[src/rtl/alu_exec_pkg.sv]
// Shared definitions for the iterative ALU execution block: default data
// width, opcode encoding and controller state encoding.
package alu_exec_pkg;

  localparam int unsigned WIDTH_DEF = 8;

  typedef enum logic [2:0] {
    OP_ADD = 3'b000,
    OP_SUB = 3'b001,
    OP_AND = 3'b010,
    OP_OR  = 3'b011,
    OP_XOR = 3'b100,
    OP_MUL = 3'b101,
    OP_SHL = 3'b110,
    OP_SHR = 3'b111
  } op_e;

  typedef enum logic [1:0] {
    ST_IDLE = 2'd0,
    ST_RUN  = 2'd1,
    ST_DONE = 2'd2
  } state_e;

endpackage

[src/rtl/alu_comb.sv]
// Single-cycle arithmetic/logic unit: y = a op b for ADD/SUB/AND/OR/XOR.
// c is the carry out for ADD, the borrow (a < b unsigned) for SUB, and 0
// for the logic operations. Iterative opcodes produce zero here.
module alu_comb
  import alu_exec_pkg::*;
#(
  parameter int WIDTH = WIDTH_DEF
) (
  input  logic [WIDTH-1:0] a,
  input  logic [WIDTH-1:0] b,
  input  op_e              op,
  output logic [WIDTH-1:0] y,
  output logic             c
);

  logic [WIDTH:0] wide;

  // Result and carry/borrow selection by opcode.
  always_comb begin
    wide = '0;
    y    = '0;
    c    = 1'b0;
    case (op)
      OP_ADD: begin
        wide = {1'b0, a} + {1'b0, b};
        y    = wide[WIDTH-1:0];
        c    = wide[WIDTH];
      end
      OP_SUB: begin
        // The extra MSB of the widened difference is set exactly when a < b.
        wide = {1'b0, a} - {1'b0, b};
        y    = wide[WIDTH-1:0];
        c    = wide[WIDTH];
      end
      OP_AND:  y = a & b;
      OP_OR:   y = a | b;
      OP_XOR:  y = a ^ b;
      default: y = '0;
    endcase
  end

endmodule

[src/rtl/alu_exec.sv]
// Two-address ALU execution unit (result = d op s) with a register-file
// write-back interface. Logic ops and ADD/SUB finish in one cycle; MUL is a
// shift-add over WIDTH cycles; SHL/SHR shift one bit per cycle, s[2:0] times.
//
// Handshake: start is sampled on a rising edge only while the controller is
// in IDLE or DONE (busy low); operands, opcode and dr are captured on that
// edge. The result appears as a one-cycle done/we pulse; i, dr_out, cf and zf
// are registered, change only on entry to DONE, and hold until the next DONE.
module alu_exec
  import alu_exec_pkg::*;
#(
  parameter int WIDTH = WIDTH_DEF
) (
  input  logic             clk,
  input  logic             rst,
  input  logic             start,
  input  logic [2:0]       op,
  input  logic [1:0]       dr,
  input  logic [WIDTH-1:0] s,
  input  logic [WIDTH-1:0] d,
  output logic             busy,
  output logic             done,
  output logic             we,
  output logic [WIDTH-1:0] i,
  output logic [1:0]       dr_out,
  output logic             cf,
  output logic             zf,
  output state_e           dbg_state_o
);

  // Counter must reach both WIDTH-1 (multiply) and 7 (largest shift).
  localparam int CNT_W = ($clog2(WIDTH + 1) > 3) ? $clog2(WIDTH + 1) : 3;

  state_e               state_q,  state_d;
  op_e                  op_q,     op_d;
  logic [1:0]           dr_q,     dr_d;
  logic [CNT_W-1:0]     cnt_q,    cnt_d;
  logic [2*WIDTH-1:0]   acc_q,    acc_d;
  logic [2*WIDTH-1:0]   mcand_q,  mcand_d;
  logic [WIDTH-1:0]     mplier_q, mplier_d;
  logic [WIDTH-1:0]     sh_q,     sh_d;
  logic [2:0]           shn_q,    shn_d;
  logic [WIDTH-1:0]     i_q,      i_d;
  logic [1:0]           dr_out_q, dr_out_d;
  logic                 cf_q,     cf_d;
  logic                 zf_q,     zf_d;

  op_e                  op_in;
  logic [WIDTH-1:0]     alu_y;
  logic                 alu_c;
  logic [2*WIDTH-1:0]   acc_step;
  logic [WIDTH-1:0]     sh_step;
  logic                 sh_bit;
  logic [CNT_W-1:0]     cnt_inc;

  assign op_in = op_e'(op);

  // Single-cycle ops are evaluated straight from the live inputs in the
  // acceptance cycle, so their result is registered on the accepting edge.
  alu_comb #(.WIDTH(WIDTH)) u_alu_comb (
    .a  (d),
    .b  (s),
    .op (op_in),
    .y  (alu_y),
    .c  (alu_c)
  );

  // Next-state, datapath step and result capture.
  always_comb begin
    state_d  = state_q;
    op_d     = op_q;
    dr_d     = dr_q;
    cnt_d    = cnt_q;
    acc_d    = acc_q;
    mcand_d  = mcand_q;
    mplier_d = mplier_q;
    sh_d     = sh_q;
    shn_d    = shn_q;
    i_d      = i_q;
    dr_out_d = dr_out_q;
    cf_d     = cf_q;
    zf_d     = zf_q;

    cnt_inc  = cnt_q + CNT_W'(1);
    acc_step = mplier_q[0] ? (acc_q + mcand_q) : acc_q;
    if (op_q == OP_SHR) begin
      sh_step = sh_q >> 1;
      sh_bit  = sh_q[0];
    end else begin
      sh_step = sh_q << 1;
      sh_bit  = sh_q[WIDTH-1];
    end

    case (state_q)
      ST_RUN: begin
        cnt_d = cnt_inc;
        if (op_q == OP_MUL) begin
          acc_d    = acc_step;
          mcand_d  = mcand_q << 1;
          mplier_d = mplier_q >> 1;
          if (cnt_q == CNT_W'(WIDTH - 1)) begin
            i_d      = acc_step[WIDTH-1:0];
            cf_d     = |acc_step[2*WIDTH-1:WIDTH];
            zf_d     = (acc_step[WIDTH-1:0] == '0);
            dr_out_d = dr_q;
            state_d  = ST_DONE;
          end
        end else begin
          sh_d = sh_step;
          if (cnt_inc == CNT_W'(shn_q)) begin
            i_d      = sh_step;
            cf_d     = sh_bit;
            zf_d     = (sh_step == '0);
            dr_out_d = dr_q;
            state_d  = ST_DONE;
          end
        end
      end
      default: begin
        // IDLE and DONE both accept a new request; DONE falls back to IDLE.
        state_d = ST_IDLE;
        if (start) begin
          op_d  = op_in;
          dr_d  = dr;
          cnt_d = '0;
          case (op_in)
            OP_MUL: begin
              acc_d    = '0;
              mcand_d  = {{WIDTH{1'b0}}, d};
              mplier_d = s;
              state_d  = ST_RUN;
            end
            OP_SHL, OP_SHR: begin
              sh_d  = d;
              shn_d = s[2:0];
              if (s[2:0] == 3'd0) begin
                i_d      = d;
                cf_d     = 1'b0;
                zf_d     = (d == '0);
                dr_out_d = dr;
                state_d  = ST_DONE;
              end else begin
                state_d  = ST_RUN;
              end
            end
            default: begin
              i_d      = alu_y;
              cf_d     = alu_c;
              zf_d     = (alu_y == '0);
              dr_out_d = dr;
              state_d  = ST_DONE;
            end
          endcase
        end
      end
    endcase
  end

  // State and datapath registers; reset clears everything and aborts any op.
  always_ff @(posedge clk) begin
    if (rst) begin
      state_q  <= ST_IDLE;
      op_q     <= OP_ADD;
      dr_q     <= '0;
      cnt_q    <= '0;
      acc_q    <= '0;
      mcand_q  <= '0;
      mplier_q <= '0;
      sh_q     <= '0;
      shn_q    <= '0;
      i_q      <= '0;
      dr_out_q <= '0;
      cf_q     <= 1'b0;
      zf_q     <= 1'b0;
    end else begin
      state_q  <= state_d;
      op_q     <= op_d;
      dr_q     <= dr_d;
      cnt_q    <= cnt_d;
      acc_q    <= acc_d;
      mcand_q  <= mcand_d;
      mplier_q <= mplier_d;
      sh_q     <= sh_d;
      shn_q    <= shn_d;
      i_q      <= i_d;
      dr_out_q <= dr_out_d;
      cf_q     <= cf_d;
      zf_q     <= zf_d;
    end
  end

  assign busy        = (state_q == ST_RUN);
  assign done        = (state_q == ST_DONE);
  assign we          = (state_q == ST_DONE);
  assign i           = i_q;
  assign dr_out      = dr_out_q;
  assign cf          = cf_q;
  assign zf          = zf_q;
  assign dbg_state_o = state_q;

endmodule

[config.mk]
export PLATFORM = sky130hd
export DESIGN_NAME = alu_exec
export DESIGN_NICKNAME = d
export VERILOG_FILES = /design/src/rtl/alu_exec_pkg.sv /design/src/rtl/alu_comb.sv /design/src/rtl/alu_exec.sv
export SDC_FILE = /design/constraint.sdc
export NUM_CORES = 1
export LEC_CHECK = 0
export ABC_AREA = 1
export ABC_CLOCK_PERIOD_IN_PS = 2730
export BUFFER_PORTS_ARGS = -buffer_cell sky130_fd_sc_hd__buf_2
export CAP_MARGIN = 5
export CORE_MARGIN = 1
export CORE_UTILIZATION = 30
export CTS_CLUSTER_DIAMETER = 80
export DETAILED_ROUTE_END_ITERATION = 8
export GPL_TIMING_DRIVEN = 0
export SLEW_MARGIN = 20
export SYNTH_ARGS = -nofsm -noshare
export SYNTH_HDL_FRONTEND = slang
export SYNTH_SLANG_ARGS = --single-unit
export TNS_END_PERCENT = 1
[constraint.sdc]
create_clock -name clk -period 2.73 [get_ports clk]
set_input_delay 0.273 -clock clk [delete_from_list [all_inputs] [get_ports clk]]
set_output_delay 0.273 -clock clk [all_outputs]
set_load 0.01 [all_outputs]
-- Word level (Yosys, flattened, before mapping)
Cells that the tools add are included.
- flip-flop bits (word level): 74
- input port bits: 24
- output and inout port bits: 17
- word-level logic and storage cells: 115
- $add $sub $neg: 4
- equality and inequality tests: 19
- mux-type cells: 58
- bitwise gates (word level): 4
- reductions and logical operators: 17
- operators with widths (operator ; count):
    16-bit 2-to-1 mux ; 9
    8-bit 2-to-1 mux ; 15
    8-bit case mux with 5 select lines ; 1
    8-bit logical NOT ; 4
    2-bit 2-to-1 mux ; 12
    3-bit == test (second input constant) ; 6
    16-bit adder ; 1
    8-bit case mux with 2 select lines ; 1
    1-bit 2-to-1 mux ; 13
    8-bit by 8-bit adder with 9-bit output ; 1
    3-bit AND reduction ; 3
    8-bit by 8-bit subtractor with 9-bit output ; 1
    8-bit bitwise AND ; 1
    4-bit 2-to-1 mux ; 2
    8-bit bitwise OR ; 1
    2-bit case mux with 2 select lines ; 2
    8-bit OR reduction ; 1
    8-bit XOR ; 1
    3-bit by 2-bit == test with 1-bit output (second input constant) ; 2
    3-bit logical NOT ; 2
    1-bit case mux with 2 select lines ; 3
    2-bit nonzero test ; 3
    5-bit AND reduction ; 1
    4-bit by 1-bit adder with 4-bit output (second input constant) ; 1
    other kinds (13) ; 15

-- Logic depth before layout (Yosys ltp)
Gate-level depths: netlist of the first run.
- depth in word-level cells: 6
- gate-level depth with buffers: 18
- mapped depth without buffers: 17

-- Hierarchy
A second synthesis of the first run with hierarchy kept.
- cells, all modules: 892
- area, all modules: 5710.5 um2
- by module, submodules not included (module ; instances ; cells an instance ; area each (um2) ; seq. area each (um2)):
    alu_exec ; 1 ; 690 ; 4541.9 ; 1481.4
    alu_comb ; 1 ; 202 ; 1168.6 ; 0.0

-- Worst setup path before layout of the first run
No wires, ideal clock.
- kind: input port to flip-flop
- start point: input s[0]
- end point: register zf_q, in the netlist zf
- setup time: 0.066 ns
- arrival time: 1.865 ns
- data required time: 2.664 ns
- setup slack: 0.799 ns
- stages on the path: 12
- path buffers: 0
- cell sequence: ha_1 fa_1 or2_2 nand3_1 o21ai_0 nor2_1 nand3_1 nor2_1 nand4_1 nand2_1 nand2_1 a21oi_2
- word-level cells in the longest chain between the ends: 6
- elaborated cells between the ends (all ways): 13
- those cells by class: add/sub: 2; eq/ne: 1; mux: 4; bitwise: 3; reduce/logical: 3
- ends and longest elaborated chain (item ; line ; text):
    start: declaration ; alu_exec.sv:19 ; input logic [WIDTH-1:0] s,
    8-bit by 8-bit subtractor with 9-bit output, or another cell as far along ; alu_comb.sv:31 ; wide = {1'b0, a} - {1'b0, b};
    8-bit case mux with 5 select lines ; alu_comb.sv:23 ; case (op)
    8-bit logical NOT ; alu_exec.sv:149 ; zf_d = (alu_y == '0);
    1-bit case mux with 2 select lines ; alu_exec.sv:126 ; case (op_in)
    1-bit 2-to-1 mux ; alu_exec.sv:122 ; if (start) begin
    1-bit 2-to-1 mux ; alu_exec.sv:94 ; case (state_q)
    end signal: assignment ; alu_exec.sv:188 ; zf_q <= zf_d;
    end: declaration ; alu_exec.sv:46 ; logic zf_q, zf_d;
Several ways; a longest one is shown, not always the timed one. The select of a mux whose other input is x is not followed.
A chain may end at the register's enable or synchronous reset.

-- Worst setup path in the final report of the first run
- start point: register acc_q[0]
- end point: register cf_q, in the netlist cf
- word-level cells in the longest chain between the ends: 6
- ends and longest elaborated chain (item ; line ; text):
    start: declaration ; alu_exec.sv:38 ; logic [2*WIDTH-1:0] acc_q, acc_d;
    start signal: assignment ; alu_exec.sv:166 ; acc_q <= '0;
    start signal: assignment ; alu_exec.sv:180 ; acc_q <= acc_d;
    16-bit adder ; alu_exec.sv:85 ; acc_step = mplier_q[0] ? (acc_q + mcand_q) : acc_q;
    16-bit 2-to-1 mux ; alu_exec.sv:85 ;
    8-bit OR reduction ; alu_exec.sv:103 ; cf_d = |acc_step[2*WIDTH-1:WIDTH];
    1-bit 2-to-1 mux ; alu_exec.sv:101 ; if (cnt_q == CNT_W'(WIDTH - 1)) begin
    1-bit 2-to-1 mux ; alu_exec.sv:97 ; if (op_q == OP_MUL) begin
    1-bit 2-to-1 mux ; alu_exec.sv:94 ;
    end signal: assignment ; alu_exec.sv:173 ; cf_q <= 1'b0;
    end signal: assignment ; alu_exec.sv:187 ; cf_q <= cf_d;
    end: declaration ; alu_exec.sv:45 ; logic cf_q, cf_d;
No other way between the ends. The select of a mux whose other input is x is not followed.

==> results.py, run 1 <==
metrics = {
    "sta": {
        "hold_violations": 0,
        "slew_viol_final": 0,
        "relSlewSlack": 0.545,
        "fin_tns_setup_ps": 0,
        "fin_skew_ps": 12.5,
        "period_minus_slack_ps": 2290,
        "setup_violations": 0,
        "tightest_slew_ps": 678,
        "fmax_mhz": 437,
        "period_share": 0.839,
        "fin_ws_ps": 440,
        "hold_slack_ps": 200,
        "rsz0062_at_grt": "no",
    },
    "logic_synthesis": {
        "syn_area_sq_um": 5670,
        "avgSynthCellArea_sq_um": 6.54,
        "syn_inst": 867,
        "synth_seq_cells": 74,
        "syn_nets": 934,
        "ys_async_sr_fraction": 0,
        "yosysUniqueCellTypes": 50,
        "yosysSeqAreaShare": 0.261,
        "yosys_most_used_dff": "dfxtp_1",
        "synth_edf_count": 0,
        "synth_warnings": 0,
    },
    "hold_path": {
        "hold_path_class": "in -> reg",
    },
    "layout": {
        "fin_util": 0.353,
        "fin_area_sq_um": 6450,
        "area_growth_syn_to_layout_pct": 13.7,
        "antenna_cells": 0,
        "fillCellCount": 2018,
        "final_layout_size_suffix_gt1_frac": 0.142,
        "nets": 982,
    },
    "route": {
        "wire_per_inst_um": 15.5,
        "vias": 5834,
        "drt-vias-per-instance": 5.08,
        "drt_drc_violations_left": 0,
        "drtPass1Iterations": 5,
        "drtIter0Drc": 556,
        "ant_nets": 0,
        "wl_um": 17800,
    },
    "global_routing": {
        "grt_pass1_vias": 5256,
        "grt_overflow": 0,
        "grt_pass1_wl_um": 28700,
        "grtUsageTotal": 0.188,
        "grt_max_degree": 13,
        "antenna_found_initial": 0,
    },
    "critical_path": {
        "crit_path_frequent_cell": "nand2_1",
        "cp_data_arrival_time_ps": 2530,
        "cp_cell_sequence": "ha_1 > fa_1 > nand3_1 > nand2_1 > nand2_1 > nand2_1 > nand2_1 > nand2_1 > nand2_1 > nand3_1 > nand2_1 > nand2_1 > nor2_1 > nand2_1 > nand2_1 > a21oi_2",
        "critical_path_class": "reg -> reg",
        "worstPathMaxFanout": 3,
        "worstPathRequired_ps": 2970,
        "cpPeakStageDelay_ps": 420,
        "startpoint_type": "register",
        "end_kind": "register",
        "cpMaxStageDelayCell": "fa_1",
    },
    "clock_network": {
        "cts.repair.resized": 0,
        "htree_levels": 3,
        "clockBufferDepth": 2,
        "cts-root-buf": "clkbuf_16",
        "cts_tree": "yes",
        "post-cts-setup-buffer-count": 0,
        "clkLatencyLatePin_ps": 350,
        "cts_buffers": 9,
        "clkTransAtPathRegs_ps": 60,
        "cts_sinks": 74,
        "ctsHoldBuffers": 0,
    },
    "floorplan": {
        "die_h_um": 139,
        "core_area_sq_um": 18300,
        "pin_count": 41,
        "rows": 49,
        "die_x_um": 139,
        "start_util": 0.310,
        "die_area_sq_um": 19500,
    },
    "power_and_ir_drop": {
        "vdd_drop_max_v": 0.000284,
        "p_leak_nw": 3.05,
        "powerDensity_nw_per_um2": 471,
    },
    "placed_design": {
        "dp_hpwl_um": 13900,
        "place_area_sq_um": 6140,
        "place_congestion": 0.920,
        "pre_cts_slack_ps": 312,
        "port_buffers": 37,
    },
    "status": {
        "status": "finished clean",
    },
    "job": {
        "maxCapViolations": 0,
    },
}
## worst paths after layout
check / startpoint / end / slack (ps) / cells after the start
worst max-delay path: acc_q[0] / cf / 440 / 16
worst min-delay path: dr[0] / dr_q[0] / 200 / 3
worst max register to register: acc_q[0] / cf / 440 / 16
worst min register to register: dr_q[1] / dr_q[1] / 460 / 2
## placed cells by master (no fill, tap or decap), drive strengths merged, types with 3 or more instances in the layout
cell and n:
o22ai 4, nor2 64, clkinv 3, nand4 6, a211oi 7, a31oi 20, or2 12, xnor2 7
fa 3, a21oi 79, o21ai 57, nand2 270, xor2 4, buf 57, dfxtp 74, inv 95
ha 40, nor3 5, clkbuf 24, nand3 72
## worst max-delay path: cells and delay by family, from the launching register on
family / cells / cell delay, ps
adder cells (fa/ha/maj): 2 / 650
AND/OR/NAND/NOR: 13 / 1160
AO/OA/AOI/OAI: 1 / 50
flip-flops: 1 / 320
## routing by layer
layer / share of wire / track usage
met5: 0 / 0
met4: 0.011 / 0.0386
met1: 0.48 / 0.271
met3: 0.065 / 0.0348
met2: 0.44 / 0.289
## cells in the mapped netlist (2+ instances only)
cell	instances	area, sq um
nor3_1	3	15.0
dfxtp_1	74	1480
inv_1	84	315
o22ai_1	4	25.0
nand2_4	4	45.0
a21oi_1	75	375
buf_4	5	37.5
nand2_2	5	31.3
o211ai_1	2	15.0
o21bai_1	2	15.0
fa_1	3	60.1
a21oi_2	4	35.0
and2_1	2	12.5
a211oi_1	7	52.6
nor2_4	6	67.6
ha_1	40	500
a41oi_2	2	32.5
xor2_1	4	35.0
o21ai_1	4	20.0
nand3_1	70	350
nor2_2	2	12.5
clkbuf_8	3	41.3
inv_2	9	33.8
buf_6	2	22.5
o221ai_1	2	17.5
or2_1	2	12.5
or2_2	10	62.6
a31oi_1	20	125
nor2_1	55	206
o21ai_2	5	43.8
clkbuf_1	9	33.8
nor3_2	2	20.0
xnor2_1	7	61.3
buf_2	11	55.1
nand4_1	6	37.5
nand2_1	261	980
nor4_1	2	12.5
o21ai_0	47	235
## kinds of logic after synthesis
family / count (synthesis) / synth area share
xor gates and xnor gates: 11 / 0.0170
and+or+nand+nor: 434 / 0.339
buffers and inverters: 128 / 0.103
muxes: 1 / 0.00176
adders and majority gates: 43 / 0.0988
AOI/OAI and AO/OA: 176 / 0.179
DFF: 74 / 0.261
## sequential cells by signal, indices dropped and copies added, names as in the netlist, 3 cells and up
signal / count
acc_q: 16
op_q: 3
i: 8
cnt_q: 4
sh_q: 8
shn_q: 3
mcand_q: 16
mplier_q: 8
## through the flow
| step | cells | power [W] |
|---|---|---|
| 4_1_cts | 1149 | 0.00305 |
| 6_report | 1149 | 0.00304 |
| 5_1_grt | 1149 | 0.00317 |
| 3_5_place_dp | 1133 | 0.00182 |
| 2_1_floorplan | 867 | 0.00161 |
| 3_3_place_gp | 1133 | 0.00182 |
## power by group
part,internal (W),switching (W),total [W]
registers,0.00113,0.0000381,0.00117
logic,0.000212,0.000426,0.000638
clock network,0.000753,0.000477,0.00123
total,0.00210,0.000941,0.00304
## area by class of cell
cell class,instances,area [sq um],area share
multi-input combinational,665,3600,0.559
sequential,74,1480,0.230
inverter,95,364,0.0565
tap,229,287,0.0444
clock buffer,11,253,0.0392
buffer,33,221,0.0343
timing repair buffer,37,185,0.0287
clock inverter,5,52.6,0.00815
(Power assumes the default switching activity.)
==> inputs of run 2 (changes only) <==
--- a/config.mk
+++ b/config.mk
@@ -5,8 +5,8 @@
 export SDC_FILE = /design/constraint.sdc
 export NUM_CORES = 1
 export LEC_CHECK = 0
-export ABC_AREA = 1
-export ABC_CLOCK_PERIOD_IN_PS = 2730
+export ABC_AREA = 0
+export ABC_CLOCK_PERIOD_IN_PS = 2280
 export BUFFER_PORTS_ARGS = -buffer_cell sky130_fd_sc_hd__buf_2
 export CAP_MARGIN = 5
 export CORE_MARGIN = 1
==> constraint.sdc (replaced) <==
create_clock -name clk -period 2.28 [get_ports clk]
set_input_delay 0.228 -clock clk [delete_from_list [all_inputs] [get_ports clk]]
set_output_delay 0.228 -clock clk [all_outputs]
set_load 0.01 [all_outputs]
==> results.py, run 2 <==
metrics = {
    "status": {
        "status": "finished with violations",
        "failed_checks": "negative setup slack",
    },
    "route": {
        "drt_drc_violations_left": 0,
        "drtPass1Iterations": 5,
        "wire_per_inst_um": 17.7,
        "drtIter0Drc": 463,
        "drt-vias-per-instance": 5.54,
        "ant_nets": 0,
        "vias": 5509,
        "wl_um": 17600,
    },
    "logic_synthesis": {
        "synth_top_cell_area_share": 0.274,
        "synth_warnings": 0,
        "yosysUniqueCellTypes": 74,
        "ys_async_sr_fraction": 0,
        "synth_most_common_cell": "nand2_1",
        "synth_top_cell_by_area": "dfxtp_1",
        "syn_nets": 780,
        "synth.area.top_cells": "dfxtp_1 (27%), ha_1 (9.3%), nand2_1 (6.9%), nor2_1 (5.6%), a21oi_1 (5.6%)",
        "yosysSeqAreaShare": 0.274,
        "synth_edf_count": 0,
        "syn_area_sq_um": 5410,
        "syn_inst": 713,
        "synth_seq_cells": 74,
        "yosys_most_used_dff": "dfxtp_1",
        "avgSynthCellArea_sq_um": 7.58,
        "synth_commonest_cells": "nand2_1 (99), nor2_1 (81), dfxtp_1 (74)",
    },
    "layout": {
        "final_cell_mix": "nand2_1 (98), nor2_1 (79), dfxtp_1 (69)",
        "antenna_cells": 0,
        "final_layout_size_suffix_gt1_frac": 0.163,
        "reg.largest.list": "acc_q: 16 flops, mcand_q: 16 flops",
        "fillCellCount": 1822,
        "area_growth_syn_to_layout_pct": 18.5,
        "final_common_cell": "nand2_1",
        "fin_cells": 994,
        "nets": 831,
    },
    "global_routing": {
        "grt_pass1_vias": 5243,
        "grt_max_degree": 13,
        "antenna_found_initial": 0,
        "grt_pass1_wl_um": 28400,
        "grtUsageTotal": 0.199,
        "grt_overflow": 0,
    },
    "sta": {
        "hold_violations": 0,
        "fmax_mhz": 373,
        "setup_violations": 13,
        "hold_slack_ps": 151,
        "period_share": 1.18,
        "fin_skew_ps": 9.28,
        "period_minus_slack_ps": 2680,
        "slew_viol_final": 0,
        "rsz0062_at_grt": "yes",
        "tightest_slew_ps": 753,
        "fin_ws_ps": -399,
        "relSlewSlack": 0.498,
    },
    "critical_path": {
        "r2r_cells": 10,
        "cpMaxStageDelayCell": "fa_2",
        "startpoint_type": "register",
        "end_kind": "register",
        "critical_path_class": "reg -> reg",
        "worstPathRequired_ps": 2490,
        "cp_data_arrival_time_ps": 2890,
        "worstPathMaxFanout": 4,
        "cpPeakStageDelay_ps": 380,
        "cp_cell_sequence": "ha_4 > fa_2 > a211oi_4 > o21ai_2 > a221oi_2 > o31ai_2 > xor2_1 > a211o_1 > nor4b_4 > a31oi_1",
    },
    "hold_path": {
        "hold_path_class": "in -> reg",
        "hold_depth": 3,
    },
    "placed_design": {
        "place_congestion": 0.926,
        "dp_hpwl_um": 13400,
        "dpl.cell_count": 975,
        "port_buffers": 37,
    },
    "power_and_ir_drop": {
        "p_clk_frac": 0.412,
        "vdd_drop_max_v": 0.000399,
        "sw_frac_of_total": 0.300,
        "netSwitchingPower_w": 0.00108,
        "powerDensity_nw_per_um2": 561,
        "p_leak_nw": 2.58,
        "p_int_w": 0.00252,
        "pwr-share-seq": 0.384,
        "total_power_w": 0.00360,
        "p_comb_frac": 0.204,
    },
    "clock_network": {
        "clkTransAtPathRegs_ps": 60,
        "cts_buffers": 9,
        "cts-root-buf": "clkbuf_16",
        "clkLatencyLatePin_ps": 340,
        "cts_sinks": 74,
        "cts_tree": "yes",
        "clockBufferDepth": 2,
        "htree_levels": 3,
    },
    "floorplan": {
        "core_area_sq_um": 17500,
        "die_h_um": 136,
        "start_util": 0.309,
        "rows": 48,
        "pin_count": 41,
        "die_x_um": 136,
        "die_area_sq_um": 18600,
    },
    "job": {
        "maxCapViolations": 0,
    },
}
run 2: cell count changes after synthesis, sizes merged, moves of 18 or more:
cell,previous run,this run
nand2,270,99
a22oi,0,29
clkbuf,13,34
nand3,72,12
a21oi,79,61
inv,95,31
o21ai,57,35
run 2: metrics by stage:
step,utilization,setup TNS (ps),cell area (sq um),setup slack [ps]
2_1_floorplan,-,-435,5430,-175
3_3_place_gp,0.337,-15150,5890,-858
5_1_grt,0.367,-4300,6410,-473
3_5_place_dp,0.337,-15090,5890,-792
4_1_cts,0.364,-1590,6350,-386
6_report,0.367,-1500,6410,-399
run 2: final timing paths:
path / from / endpoint / slack (ps)
worst max-delay path: acc_q[0] / cf / -400
worst min-delay path: dr[0] / dr_q[0] / 150
worst max register to register: acc_q[0] / cf / -400
worst min register to register: dr_q[0] / dr_q[0] / 460
run 2: worst max-delay path, delay by kind of cell (launching register included):
kind / cells / cell delay (ps)
and+or+nand+nor: 1 / 260
adders and majority gates: 2 / 540
AOI/OAI and AO/OA: 6 / 1220
xor gates and xnor gates: 1 / 170
DFF: 1 / 350
run 2: final cells by class:
cell class / instances / area, sq um / share of cell area
clock inverter: 4 / 50.0 / 0.00781
multi-input combinational: 564 / 3800 / 0.594
clock buffer: 12 / 256 / 0.0400
buffer: 44 / 203 / 0.0316
timing repair buffer: 40 / 210 / 0.0328
tap: 225 / 282 / 0.0439
sequential: 74 / 1490 / 0.232
inverter: 31 / 116 / 0.0182
run 2: kinds of logic (layout without fill, tap and decap cells):
group | after synthesis | after routing | synth area share
AO/OA/AOI/OAI | 223 | 223 | 0.282
XOR/XNOR | 20 | 20 | 0.0352
adder cells (fa/ha/maj) | 43 | 43 | 0.104
buffers and inverters | 75 | 131 | 0.0558
flip-flops | 74 | 74 | 0.274
multiplexers | 14 | 14 | 0.0273
AND/OR/NAND/NOR | 264 | 264 | 0.222
run 2: power groups by stage:
stage	Combinational [W]	Sequential [W]	Clock, W
5_1_grt	0.000811	0.00139	0.00156
2_1_floorplan	0.000444	0.00141	0
4_1_cts	0.000711	0.00138	0.00149
6_report	0.000733	0.00138	0.00148
3_3_place_gp	0.000681	0.00141	0
3_5_place_dp	0.000683	0.00141	0
run 2: routing by layer:
layer	vias up	part of all wire	wire length, um	global-route usage
met5	-	0	0	0
met1	2593	0.48	8440	0.280
met2	193	0.44	7680	0.309
met4	0	0.024	414	0.0648
met3	33	0.061	1070	0.0295
li1	2690	-	-	-
run 2: repair_timing:
action / in CTS / in global routing
setup buffers: 3 / 0
hold buffers: 0 / 0
endpoints found under the setup margin: 56 / 56
cloned: 0 / 0
gates resized for setup: 36 / 21
pin swaps: 12 / 1
==> inputs of run 3 (changes only) <==
--- a/config.mk
+++ b/config.mk
@@ -17,5 +17,6 @@
 export SLEW_MARGIN = 20
 export SYNTH_ARGS = -nofsm -noshare
 export SYNTH_HDL_FRONTEND = slang
+export SYNTH_HIERARCHICAL = 1
 export SYNTH_SLANG_ARGS = --single-unit
 export TNS_END_PERCENT = 1
==> results.py, run 3 <==
metrics = {
    "status": {
        "status": "finished with violations",
        "failed_checks": "negative setup slack",
    },
    "floorplan": {
        "rows": 48,
        "core_area_sq_um": 17400,
        "pin_count": 41,
        "die_x_um": 136,
        "start_util": 0.310,
        "die_h_um": 136,
        "die_area_sq_um": 18500,
    },
    "route": {
        "vias": 5469,
        "drt-vias-per-instance": 5.55,
        "wl_um": 17400,
        "drt_drc_violations_left": 0,
        "drtPass1Iterations": 5,
        "drtIter0Drc": 410,
        "wire_per_inst_um": 17.6,
        "ant_nets": 0,
    },
    "critical_path": {
        "critical_path_class": "reg -> reg",
        "critPathLaunch": "acc_q[0]",
        "worstPathRequired_ps": 2550,
        "r2r-start": "acc_q[0]",
        "worstReg2RegEnd": "cf",
        "worstPathMaxFanout": 4,
        "end_kind": "register",
        "ff2ff_setup_slack_ps": -610,
        "cp_data_arrival_time_ps": 3160,
        "crit_end": "cf",
        "r2r_cells": 10,
        "startpoint_type": "register",
    },
    "logic_synthesis": {
        "synth_commonest_cells": "nand2_1 (92), dfxtp_1 (74), a21oi_1 (71)",
        "synth_top_cell_area_share": 0.275,
        "synth.area.top_cells": "dfxtp_1 (27%), ha_1 (9.5%), a21oi_1 (6.6%), nand2_1 (6.4%), mux2i_1 (5.2%)",
        "ys_async_sr_fraction": 0,
        "yosysUniqueCellTypes": 69,
        "synth_seq_cells": 74,
        "yosys_most_used_dff": "dfxtp_1",
        "synth_edf_count": 0,
        "avgSynthCellArea_sq_um": 7.72,
        "syn_nets": 767,
        "syn_inst": 699,
        "yosysSeqAreaShare": 0.275,
        "synth_top_cell_by_area": "dfxtp_1",
        "synth_warnings": 6,
        "synth_most_common_cell": "nand2_1",
        "syn_area_sq_um": 5400,
    },
    "clock_network": {
        "clkLatencyLatePin_ps": 350,
        "cts_buffers": 9,
        "clkTransAtPathRegs_ps": 60,
        "ctsHoldBuffers": 0,
        "htree_levels": 3,
        "cts_tree": "yes",
        "cts_sinks": 74,
        "cts-root-buf": "clkbuf_16",
        "clockBufferDepth": 2,
    },
    "power_and_ir_drop": {
        "p_int_w": 0.00250,
        "vdd_drop_max_v": 0.000381,
        "netSwitchingPower_w": 0.00109,
        "p_comb_frac": 0.206,
        "p_leak_nw": 2.61,
        "powerDensity_nw_per_um2": 553,
        "total_power_w": 0.00359,
        "p_clk_frac": 0.409,
        "sw_frac_of_total": 0.304,
        "pwr-share-seq": 0.385,
    },
    "layout": {
        "final_common_cell": "nand2_1",
        "fillCellCount": 1861,
        "final_cell_mix": "nand2_1 (91), dfxtp_1 (72), a21oi_1 (69)",
        "antenna_cells": 0,
        "reg.largest.list": "acc_q: 16 flops, mcand_q: 16 flops",
        "area_growth_syn_to_layout_pct": 20.5,
        "final_layout_size_suffix_gt1_frac": 0.175,
        "nets": 824,
    },
    "sta": {
        "slew_viol_final": 0,
        "hold_violations": 0,
        "hold_slack_ps": 130,
        "rsz0062_at_grt": "yes",
        "setup_violations": 12,
        "tightest_slew_ps": 704,
        "fmax_mhz": 346,
        "period_minus_slack_ps": 2890,
        "fin_ws_ps": -607,
        "relSlewSlack": 0.531,
        "fin_tns_setup_ps": -3460,
        "period_share": 1.27,
        "fin_skew_ps": 9.43,
    },
    "hold_path": {
        "hold_path_class": "in -> reg",
    },
    "global_routing": {
        "grt_pass1_wl_um": 27000,
        "antenna_found_initial": 0,
        "grt_overflow": 0,
        "grt_max_degree": 14,
        "grtUsageTotal": 0.191,
        "grt_pass1_vias": 4981,
    },
    "job": {
        "maxCapViolations": 0,
    },
    "placed_design": {
        "port_buffers": 40,
        "dp_hpwl_um": 12900,
        "place_congestion": 0.910,
    },
}
## run 3: cell count changes after synthesis, moves of 5 or more
cell      delta
mux2i_1     +17
nor2_1      -14
a21oi_1     +11
a22oi_1     -11
o21ai_0     -11
nand2b_1     +8
buf_1        +7
nand2_1      -7
a211oi_1     -6
clkbuf_1     -6
a311oi_1     +5
inv_1        -5
## run 3: metrics by stage
| stage | area, sq um | utilization | cells | setup slack (ps) |
|---|---|---|---|---|
| after floorplan | 5410 | - | 699 | -411 |
| after detailed placement | 5890 | 0.338 | 964 | -1040 |
| after CTS | 6330 | 0.363 | 983 | -638 |
| final | 6500 | 0.373 | 986 | -607 |
| after global placement | 5890 | 0.338 | 964 | -1030 |
| after global routing | 6500 | 0.373 | 986 | -685 |
## run 3: final cells by class
class | count | area [sq um] | share of cell area
multi-input combinational | 554 | 3860 | 0.594
inverter | 26 | 97.6 | 0.0150
clock inverter | 6 | 65.1 | 0.0100
clock buffer | 10 | 239 | 0.0367
timing repair buffer | 47 | 263 | 0.0404
tap | 225 | 282 | 0.0433
sequential | 74 | 1490 | 0.229
buffer | 44 | 206 | 0.0317
## run 3: worst min-delay path by stage
stage	startpoint	endpoint	slack, ps	cells after the start
finish	dr[0]	dr_q[0]	130	3
global route	dr[1]	dr_q[1]	130	3
CTS	dr[1]	dr_q[1]	130	3
detailed placement	dr_q[0]	dr_q[0]	450	2
global placement	dr_q[0]	dr_q[0]	440	2
floorplan	dr[0]	dr_q[0]	360	2
## run 3: what timing repair did
action | 4_1_cts | 5_1_grt
endpoints found under the setup margin | 47 | 58
gates cloned | 0 | 0
pin swaps | 10 | 12
resized for setup | 31 | 33
buffers inserted | 3 | 4
## run 3: metal layers
metal	part of all wire	global-route usage	routed length, um	vias up
met5	0	0	0	-
met4	0.024	0.0617	412	0
met3	0.055	0.0451	951	29
met2	0.47	0.314	8170	171
met1	0.45	0.245	7830	2625
li1	-	-	-	2644
## run 3: power groups by stage
stage | sequential [W] | combinational (W) | clock, W
floorplan | 0.00141 | 0.000444 | 0
global placement | 0.00141 | 0.000676 | 0
detailed placement | 0.00141 | 0.000679 | 0
CTS | 0.00138 | 0.000704 | 0.00150
global route | 0.00139 | 0.000812 | 0.00155
finish | 0.00138 | 0.000741 | 0.00147
## run 3: cells by family after synthesis
group	count (synthesis)	share of synthesized area
simple gates	249	0.212
compound gates	209	0.261
fa+ha+maj	44	0.106
mux	33	0.0624
flops	74	0.275
buf+inv	71	0.0531
xor+xnor	19	0.0308
## run 3: worst max-delay path, cell delays in order (launching register included)
cell and delay (ps):
dfxtp_4 360, ha_4 160, fa_2 350, a21o_1 190
a221o_1 370, a221o_1 370, a21oi_2 220, mux2_4 330
nand2_1 60, and4bb_1 230, a41oi_2 180
